<file path="src/rtl/digests_responder_pkg.sv">
// Shared definitions for the GET_DIGESTS responder: opcodes, header length,
// FSM state encodings and the slot-scan helper.
package digests_responder_pkg;

  localparam logic [7:0] DIGESTS_CMD         = 8'h01;
  localparam logic [7:0] ERROR_CMD           = 8'h7F;
  localparam logic [7:0] ERR_INVALID_REQUEST = 8'h01;
  localparam int         HDR_LEN             = 4;

  typedef enum logic [1:0] {
    ST_IDLE   = 2'd0,
    ST_HDR    = 2'd1,
    ST_DIGEST = 2'd2,
    ST_DONE   = 2'd3
  } state_t;

  // Lowest set bit of m at index >= from; returns 8 when none is set.
  function automatic logic [3:0] first_set_from(
    input logic [7:0] m,
    input logic [3:0] from
  );
    logic [3:0] r;
    r = 4'd8;
    for (int i = 7; i >= 0; i--) begin
      if (m[i] && (i >= int'(from))) r = 4'(i);
    end
    return r;
  endfunction

endpackage

</file>
<file path="src/rtl/digests_responder_store.sv">
// Per-slot digest byte array: synchronous write, combinational read.
module digest_store #(
  parameter int NUM_SLOTS    = 8,
  parameter int DIGEST_BYTES = 32,
  localparam int AW          = $clog2(DIGEST_BYTES)
) (
  input  logic          i_clk,
  input  logic          i_rst,
  input  logic          i_wr_en,
  input  logic [2:0]    i_wr_slot,
  input  logic [AW-1:0] i_wr_addr,
  input  logic [7:0]    i_wr_data,
  input  logic [2:0]    i_rd_slot,
  input  logic [AW-1:0] i_rd_addr,
  output logic [7:0]    o_rd_data
);

  logic [7:0] r_mem [NUM_SLOTS][DIGEST_BYTES];

  always_ff @(posedge i_clk or posedge i_rst) begin
    if (i_rst) begin
      for (int s = 0; s < NUM_SLOTS; s++) begin
        for (int b = 0; b < DIGEST_BYTES; b++) begin
          r_mem[s][b] <= 8'h00;
        end
      end
    end else if (i_wr_en) begin
      r_mem[i_wr_slot][i_wr_addr] <= i_wr_data;
    end
  end

  assign o_rd_data = (int'(i_rd_slot) < NUM_SLOTS)
                   ? r_mem[i_rd_slot][i_rd_addr] : 8'h00;

endmodule

</file>
<file path="src/rtl/digests_responder.sv">
// GET_DIGESTS responder: header then one digest per provisioned slot.
// Define DIGESTS_ERR_RESP_EN to answer an empty slot mask with an ERROR frame.
module digests_responder
  import digests_responder_pkg::*;
#(
  parameter int         NUM_SLOTS    = 8,
  parameter int         DIGEST_BYTES = 32,
  parameter logic [7:0] PROTOCOL_VER = 8'h01,
  localparam int        AW           = $clog2(DIGEST_BYTES)
) (
  input  logic                 clk,
  input  logic                 reset,
  input  logic                 req_valid,
  output logic                 req_ready,
  input  logic [NUM_SLOTS-1:0] slots_provisioned,
  input  logic                 dig_wr_en,
  input  logic [2:0]           dig_wr_slot,
  input  logic [AW-1:0]        dig_wr_addr,
  input  logic [7:0]           dig_wr_data,
  output logic [7:0]           tx_data,
  output logic                 tx_valid,
  input  logic                 tx_ready,
  output logic                 tx_last,
  output logic                 busy,
  output logic                 Ack_out
);

  state_t               r_state;
  state_t               w_next;
  logic [NUM_SLOTS-1:0] r_mask;
  logic [1:0]           r_hdr;
  logic [2:0]           r_slot;
  logic [AW-1:0]        r_addr;

  logic [7:0] w_mask8;
  logic [3:0] w_first;
  logic [3:0] w_after;
  logic       w_zero;
  logic       w_err;
  logic       w_slot_end;
  logic       w_wr_en;
  logic [7:0] w_rd_data;

  assign w_mask8    = 8'(r_mask);
  assign w_first    = first_set_from(w_mask8, 4'd0);
  assign w_after    = first_set_from(w_mask8, {1'b0, r_slot} + 4'd1);
  assign w_zero     = w_first[3];
  assign w_slot_end = (r_addr == AW'(DIGEST_BYTES - 1));

`ifdef DIGESTS_ERR_RESP_EN
  assign w_err = w_zero;
`else
  assign w_err = 1'b0;
`endif

  assign busy      = (r_state != ST_IDLE);
  assign req_ready = (r_state == ST_IDLE);

  // Store is frozen for the whole frame, including the DONE cycle.
  assign w_wr_en = dig_wr_en && !busy
                && (int'(dig_wr_slot) < NUM_SLOTS);

  digest_store #(
    .NUM_SLOTS    (NUM_SLOTS),
    .DIGEST_BYTES (DIGEST_BYTES)
  ) u_store (
    .i_clk     (clk),
    .i_rst     (reset),
    .i_wr_en   (w_wr_en),
    .i_wr_slot (dig_wr_slot),
    .i_wr_addr (dig_wr_addr),
    .i_wr_data (dig_wr_data),
    .i_rd_slot (r_slot),
    .i_rd_addr (r_addr),
    .o_rd_data (w_rd_data)
  );

  always_ff @(posedge clk or posedge reset) begin
    if (reset) r_state <= ST_IDLE;
    else       r_state <= w_next;
  end

  always_comb begin
    w_next   = r_state;
    tx_valid = 1'b0;
    tx_data  = 8'h00;
    tx_last  = 1'b0;
    Ack_out  = 1'b0;
    unique case (r_state)
      ST_IDLE: begin
        if (req_valid) w_next = ST_HDR;
      end
      ST_HDR: begin
        tx_valid = 1'b1;
        case (r_hdr)
          2'd0:    tx_data = PROTOCOL_VER;
          2'd1:    tx_data = w_err ? ERROR_CMD : DIGESTS_CMD;
          2'd2:    tx_data = w_err ? ERR_INVALID_REQUEST : 8'h00;
          default: tx_data = w_err ? 8'h00 : w_mask8;
        endcase
        tx_last = (r_hdr == 2'(HDR_LEN - 1)) && w_zero;
        if (tx_ready && (r_hdr == 2'(HDR_LEN - 1))) begin
          w_next = w_zero ? ST_DONE : ST_DIGEST;
        end
      end
      ST_DIGEST: begin
        tx_valid = 1'b1;
        tx_data  = w_rd_data;
        tx_last  = w_slot_end && w_after[3];
        if (tx_ready && tx_last) w_next = ST_DONE;
      end
      ST_DONE: begin
        Ack_out = 1'b1;
        w_next  = ST_IDLE;
      end
    endcase
  end

  always_ff @(posedge clk or posedge reset) begin
    if (reset) begin
      r_mask <= '0;
      r_hdr  <= 2'd0;
      r_slot <= 3'd0;
      r_addr <= '0;
    end else begin
      unique case (r_state)
        ST_IDLE: begin
          if (req_valid) begin
            r_mask <= slots_provisioned;
            r_hdr  <= 2'd0;
            r_slot <= 3'd0;
            r_addr <= '0;
          end
        end
        ST_HDR: begin
          if (tx_ready) begin
            r_hdr <= r_hdr + 2'd1;
            if (r_hdr == 2'(HDR_LEN - 1)) r_slot <= w_first[2:0];
          end
        end
        ST_DIGEST: begin
          if (tx_ready) begin
            if (w_slot_end) begin
              r_addr <= '0;
              r_slot <= w_after[2:0];
            end else begin
              r_addr <= r_addr + AW'(1);
            end
          end
        end
        ST_DONE: ;
      endcase
    end
  end

endmodule

</file>
<file path="config.mk">
export PLATFORM = sky130hd
export DESIGN_NAME = digests_responder
export DESIGN_NICKNAME = d
export VERILOG_FILES = /design/src/rtl/digests_responder_pkg.sv /design/src/rtl/digests_responder_store.sv /design/src/rtl/digests_responder.sv
export SDC_FILE = /design/constraint.sdc
export NUM_CORES = 2
export LEC_CHECK = 0
export BUFFER_PORTS_ARGS = -buffer_cell sky130_fd_sc_hd__buf_2
export CORE_ASPECT_RATIO = 1.75
export CORE_MARGIN = 2
export CORE_UTILIZATION = 60
export CTS_BUF_LIST = sky130_fd_sc_hd__clkbuf_8
export DETAILED_ROUTE_END_ITERATION = 16
export PLACE_DENSITY = 0.79
export SYNTH_ARGS = -nofsm -noshare
export SYNTH_HDL_FRONTEND = slang
export SYNTH_SLANG_ARGS = --single-unit
</file>
<file path="constraint.sdc">
create_clock -name clk -period 62 [get_ports clk]
set_clock_uncertainty 0.2 [all_clocks]
set_input_delay 6.2 -clock clk [delete_from_list [all_inputs] [get_ports clk]]
set_output_delay 6.2 -clock clk [all_outputs]
set_load 0.005 [all_outputs]
</file>
# [Yosys cells after proc, flatten, opt, wreduce, memory -nomap -nowiden]
# Index checks and enable logic that the tools add are counted.
[totals] in_bits=29 out_inout_bits=13 register_bits=2068
[op_classes] n_addsub=3 n_bitwise=4 reduce_logical=29 muxes=50 n_eq_ne=14 magnitude_cmp=14
[ops] operator="bitwise mux 2048 bit" n=1
[ops] operator="binary-select mux 256 bit (select 3 bit)" n=1
[ops] operator="demux 256 bit (select 3 bit)" n=1
[ops] operator="2-to-1 mux 256 bit" n=3
[ops] operator="2-to-1 mux 4 bit" n=16
[ops] operator="binary-select mux 8 bit (select 5 bit)" n=1
[ops] operator="demux 8 bit (select 5 bit)" n=1
[ops] operator="one-hot mux 8 bit (2 select lines)" n=2
[ops] operator="2-to-1 mux 8 bit" n=3
[ops] operator=">= comparator 3 x 4 -> 1 bit (first input constant)" n=4
[ops] operator="logical AND 1 bit" n=15
[ops] operator="2-to-1 mux 3 bit" n=5
[ops] operator="2-to-1 mux 5 bit" n=3
[ops] operator="!= test 2 bit (second input constant)" n=7
[ops] operator=">= comparator 6 bit (second input constant)" n=2
[ops] operator="inverter 5 -> 6 bit" n=2
[ops] operator="2-to-1 mux 2 bit" n=5
[ops] operator="one-hot mux 5 bit (2 select lines)" n=1
[ops] operator="one-hot mux 3 bit (3 select lines)" n=1
[ops] operator="AND reduction 3 bit" n=3
[ops] operator="== test 2 bit (second input constant)" n=4
[ops] operator=">= comparator 1 x 4 -> 1 bit (first input constant)" n=2
[ops] operator=">= comparator 2 x 4 -> 1 bit (first input constant)" n=2
[ops] operator=">= comparator 4 bit (second input constant)" n=2
[ops] operator="19 further kinds" n=27

# [Longest topological paths before layout]
[logic_depth] ltp_word=15 mapped_depth=13

# [Modules after synthesis]
# A second synthesis with hierarchy kept.
[unflattened] hier_cells=6319 hier_area_um2=94918.5
[modules_own_cells] module="digest_store" cells_per_inst=6134 area_per_inst_um2=93304.5 instances=1
[modules_own_cells] module="digests_responder" cells_per_inst=185 area_per_inst_um2=1614.0 instances=1

# [Least setup slack after synthesis]
# Ideal clock, no wire load.
[synth_timing] path_type="flip-flop to output port" from="register r_slot[0]" to="output port tx_data[3]" required_ns=55.600 stages_incl_launch_ff=11 arrival_ns=2.352 slack_ns=53.248 path_cell_list="dfrtp_1 -> buf_6 -> buf_6 -> buf_6 -> buf_2 -> mux4_2 -> a22oi_1 -> nand3_1 -> a21oi_1 -> nor3_1 -> a211o_1"
[synth_via] elab_chain_len=8
[synth_lines] element="from (decl)" line_no="digests_responder.sv:32" source="logic [2:0] r_slot;"
[synth_lines] element="from (signal assigned)" line_no="digests_responder.sv:138" source="if (r_hdr == 2'(HDR_LEN - 1)) r_slot <= w_first[2:0];"
[synth_lines] element="from (signal assigned)" line_no="digests_responder.sv:145" source="r_slot <= w_after[2:0];"
[synth_lines] element="inverter 3 -> 4 bit (implied by the code)" line_no="digests_responder_store.sv:33" source="? r_mem[i_rd_slot][i_rd_addr] : 8'h00;"
[synth_lines] element="binary-select mux 256 bit (select 3 bit)" line_no="digests_responder_store.sv:33"
[synth_lines] element="2-to-1 mux 256 bit (implied by the code) (2 in a row)" line_no="digests_responder_store.sv:33"
[synth_lines] element="binary-select mux 8 bit (select 5 bit)" line_no="digests_responder_store.sv:33"
[synth_lines] element="2-to-1 mux 8 bit (implied by the code) (2 in a row)" line_no="digests_responder_store.sv:33"
[synth_lines] element="one-hot mux 8 bit (2 select lines)" line_no="digests_responder.sv:89" source="unique case (r_state)"
[synth_lines] element="to (decl)" line_no="digests_responder.sv:20" source="output logic [7:0] tx_data,"
# Every way passes these cells. The select of a mux whose other input is x is not followed.

# [Final worst setup path]
[layout_timing] from="register r_slot[0]" to="output port tx_data[2]"
# The elaborated chain is that of the path after synthesis.

==> impl_results.md <==
* Clk pin slew, worst setup/hold paths at approximately 0.06 ns
* DR WL met3 at between 15,000 and 20,000 um
* Post-synthesis adder-cell area fraction at less than 1%
* Outcome: finished, final reports clean
* Period minus WS final at 13.57 ns
* Max Freq at ~74 MHz
* RSZ-0062 raised after global routing: false
* H-tree levels at 5
* Clock sinks at roughly 2.1k
* Slew Limit Fails at 0
* Vias in the first global route at about 62k
* Post-synth EDFFs at 0
* Largest family of logic cells by synthesized area: multiplexers
* Met1 wire length at 93,000 um
* Critical path class: flop to primary output
* Postcts setup bufs at 0
* Worst Path Required at about 56 ns
* DRC Markers at 0
* Wire length on met2 at between 100,000 and 150,000 um
* Root Buffer: clkbuf_8
* P&R area growth vs syn at 7.87%
* Worst EP arrival at 7.17 ns
* Relative slew slack at 5.09%
* Layout cells sized above 1 at 48.1%
* Synth Area in XOR/XNOR at 0%
* Clk buf depth at 4
* Mapped Area at approximately 95,000 sq um
* First-pass GRT wire length at about 400,000 um
* PortBufs at 41
* Iteration-0 DRC Markers at 4,904
* GPL Wtd Cong at between 0.9 and 1
* DRT Pass-1 Iters at 5
* Die X at 305 um
* Cell Area, Placed at approximately 96,000 sq um
* Via count at 57.7k
* Post-Route WL at between 200,000 and 300,000 um
* Footprint of the multi-input gates at approximately 40,000 sq um
* CTS tree: done
* Die area at about 160,000 sq um
* Post-synth cell types at 64
* Pleak at around 49 nW
* Cell count after synthesis at approximately 6.3k
* Grt total ovfl at 0
* Row Count at roughly 190
* Layout Nets at 6,290
* DP Wirelength at about 170,000 um
* Crit share post-route at between 20% and 30%
* Worst setup EP type: primary output
* Final hold viol count at 0
* Simple-gate share of the synthesized area at under 10%
* CTS Hold Buffers Added at 0
* GRT Util Overall at between 30% and 40%
* Post_cts resized at 0
* Final instance area at slightly above 100,000 sq um
* TritonCTS buffer count at roughly 300
* Antenna-violating nets left at 0
* Worst-path fanout max at between 90 and 100
* Synth warn at 0
* Top sig layer: met5
* Max Cap Violations at 0
* Io pins at 42
* Net Count, Synth at 6,304
* Worst-Skew Late Latency at 0.92 ns
* Pwr/cell area at roughly 30 nW/um^2
* Tightest Pin Transition at about 1.4 ns
* Multiplexer share of the synthesized area at 37.1%
* Hold Path Class: flop to flop
* Initial antenna violation count at 21
* WHS at ~0.30 ns
* Final setup vio count at 0
* Post-synthesis sequential area ratio at a little over half
* Initial core utilization at between 60% and 70%
* Number of fill cells at 11.2k
* Worst setup SP type: flop
* Max VDD drop at between 30 and 40 uV
* Top FF cell, synth: dfrtp_1
* Core Box Area at around 160,000 sq um
* R2r setup slk at a little under 60 ns
* Total power at 3.05 mW
* Vias per cell at roughly 6.8
* Largest net degree at the start of global routing at approximately 190
* FF/Latch Area at 51,800 sq um
* Flip-flop and latch count after synthesis at about 2.1k
* Routed WL per cell at around 31 um
* Fin Setup TNS at 0 ns
* Syn avg cell area at roughly 15 sq um
* Post-synth ARST share at 100%
* Compound-cell area share of the yosys netlist at 2.96%
* Die span in y at 530 um
==> layout make-up <==
class                      count  share of cell area (%)
multi-input combinational   3718                    39.9
clock buffer                 367                    4.94
timing repair buffer         151                    1.16
inverter                      16                  0.0648
sequential                  2068                    50.6
antenna                       14                  0.0343
clock inverter               136                   0.741
tap                         2047                    2.50
==> synth_stat cells (42+ instances only) <==
| cell | number | share of area (%) |
|---|---|---|
| o22ai_1 | 43 | 0.28 |
| a21oi_1 | 76 | 0.40 |
| a22oi_1 | 80 | 0.63 |
| clkbuf_1 | 333 | 1.3 |
| dfrtp_1 | 2068 | 55 |
| mux4_2 | 452 | 11 |
| nand2_1 | 230 | 0.91 |
| buf_2 | 42 | 0.22 |
| o221ai_1 | 72 | 0.67 |
| mux2_2 | 2061 | 24 |
| mux2i_1 | 178 | 1.9 |
| nor2_1 | 219 | 0.87 |
| nor3_1 | 47 | 0.25 |
| nand3_1 | 45 | 0.24 |
==> layer usage <==
metal,GRT usage [%],vias up
met5,0,-
met4,25.6,16
met3,6.53,944
met2,54.8,2518
met1,38.9,30800
li1,-,23400
==> critical path: stages (launching register included) <==
cell	delay [ns]
dfrtp_4	0.97
buf_12	0.62
buf_12	0.51
buf_4	0.84
mux4_2	0.59
a22o_1	0.29
a221oi_1	1.10
o21ai_0	0.18
nor3_1	0.18
nor3_1	0.10
a211o_1	0.29
buf_2	0.14
==> sequential cells by signal, indices dropped and copies added, names as in the netlist <==
signal,count
r_slot,3
r_hdr,2
r_addr,5
r_state,2
u_store.r_mem,2048
r_mask,8
==> through the flow <==
| stage | setup slack [ns] | instances | util (%) |
|---|---|---|---|
| after global placement | 47.95 | 7999 | 61.2 |
| final | 48.43 | 8517 | 65.0 |
| after detailed placement | 47.68 | 8000 | 61.3 |
| after CTS | 48.50 | 8503 | 64.9 |
| after floorplan | 26.88 | 6265 | - |
| after global routing | 47.71 | 8506 | 64.9 |
==> kinds of logic after synthesis <==
kind of cell               count (synthesis)
adders and majority gates                 10
buffers and inverters                    479
DFF                                     2068
AOI/OAI and AO/OA                        395
and+or+nand+nor                          621
muxes                                   2692
==> final timing paths <==
kind	start	end	depth (start not counted)
min in group asynchronous	reset	u_store.r_mem[1681]$_DFFE_PP0P_	2
setup reg to reg	r_state[0]$_DFFE_PP0P_	u_store.r_mem[1703]$_DFFE_PP0P_	7
max in group asynchronous	reset	u_store.r_mem[64]$_DFFE_PP0P_	10
hold reg to reg	u_store.r_mem[1465]$_DFFE_PP0P_	u_store.r_mem[1465]$_DFFE_PP0P_	1
hold / removal	u_store.r_mem[1465]$_DFFE_PP0P_	u_store.r_mem[1465]$_DFFE_PP0P_	1
setup / recovery	r_slot[0]$_DFFE_PP0P_	tx_data[2]	11
==> cells in the final DEF (no fill, tap or decap), types with 5 or more instances in the layout <==
cell type   instances
or2_2               6
a22oi_1            80
mux2i_1           178
clkinvlp_4          7
mux4_2            452
a32oi_1             6
clkbuf_8          375
buf_2              33
nor2b_1             8
nor2_1            214
nand3_1            43
nand4_1             8
a31oi_1             9
ha_1               10
o221ai_1           72
and3_1              7
a221oi_1           10
nand2b_1           14
o32ai_1             9
buf_4             103
a21oi_1            76
nor3_1             45
mux2_2           2061
o31ai_1            12
and2_1             11
o211ai_1            5
diode_2            14
o21ai_0            20
nand2_1           229
bufinv_16           5
inv_1             104
a22o_1             10
clkinv_2           25
dfrtp_1          2063
o21ai_1             8
o22ai_1            43
buf_12              7
==> power by group <==
part | total [mW] | switching (mW) | internal [mW]
registers | 1.45 | 0.0444 | 1.40
clock network | 1.08 | 0.520 | 0.555
logic | 0.526 | 0.357 | 0.168
total | 3.05 | 0.922 | 2.13
(Power assumes the default switching activity.)
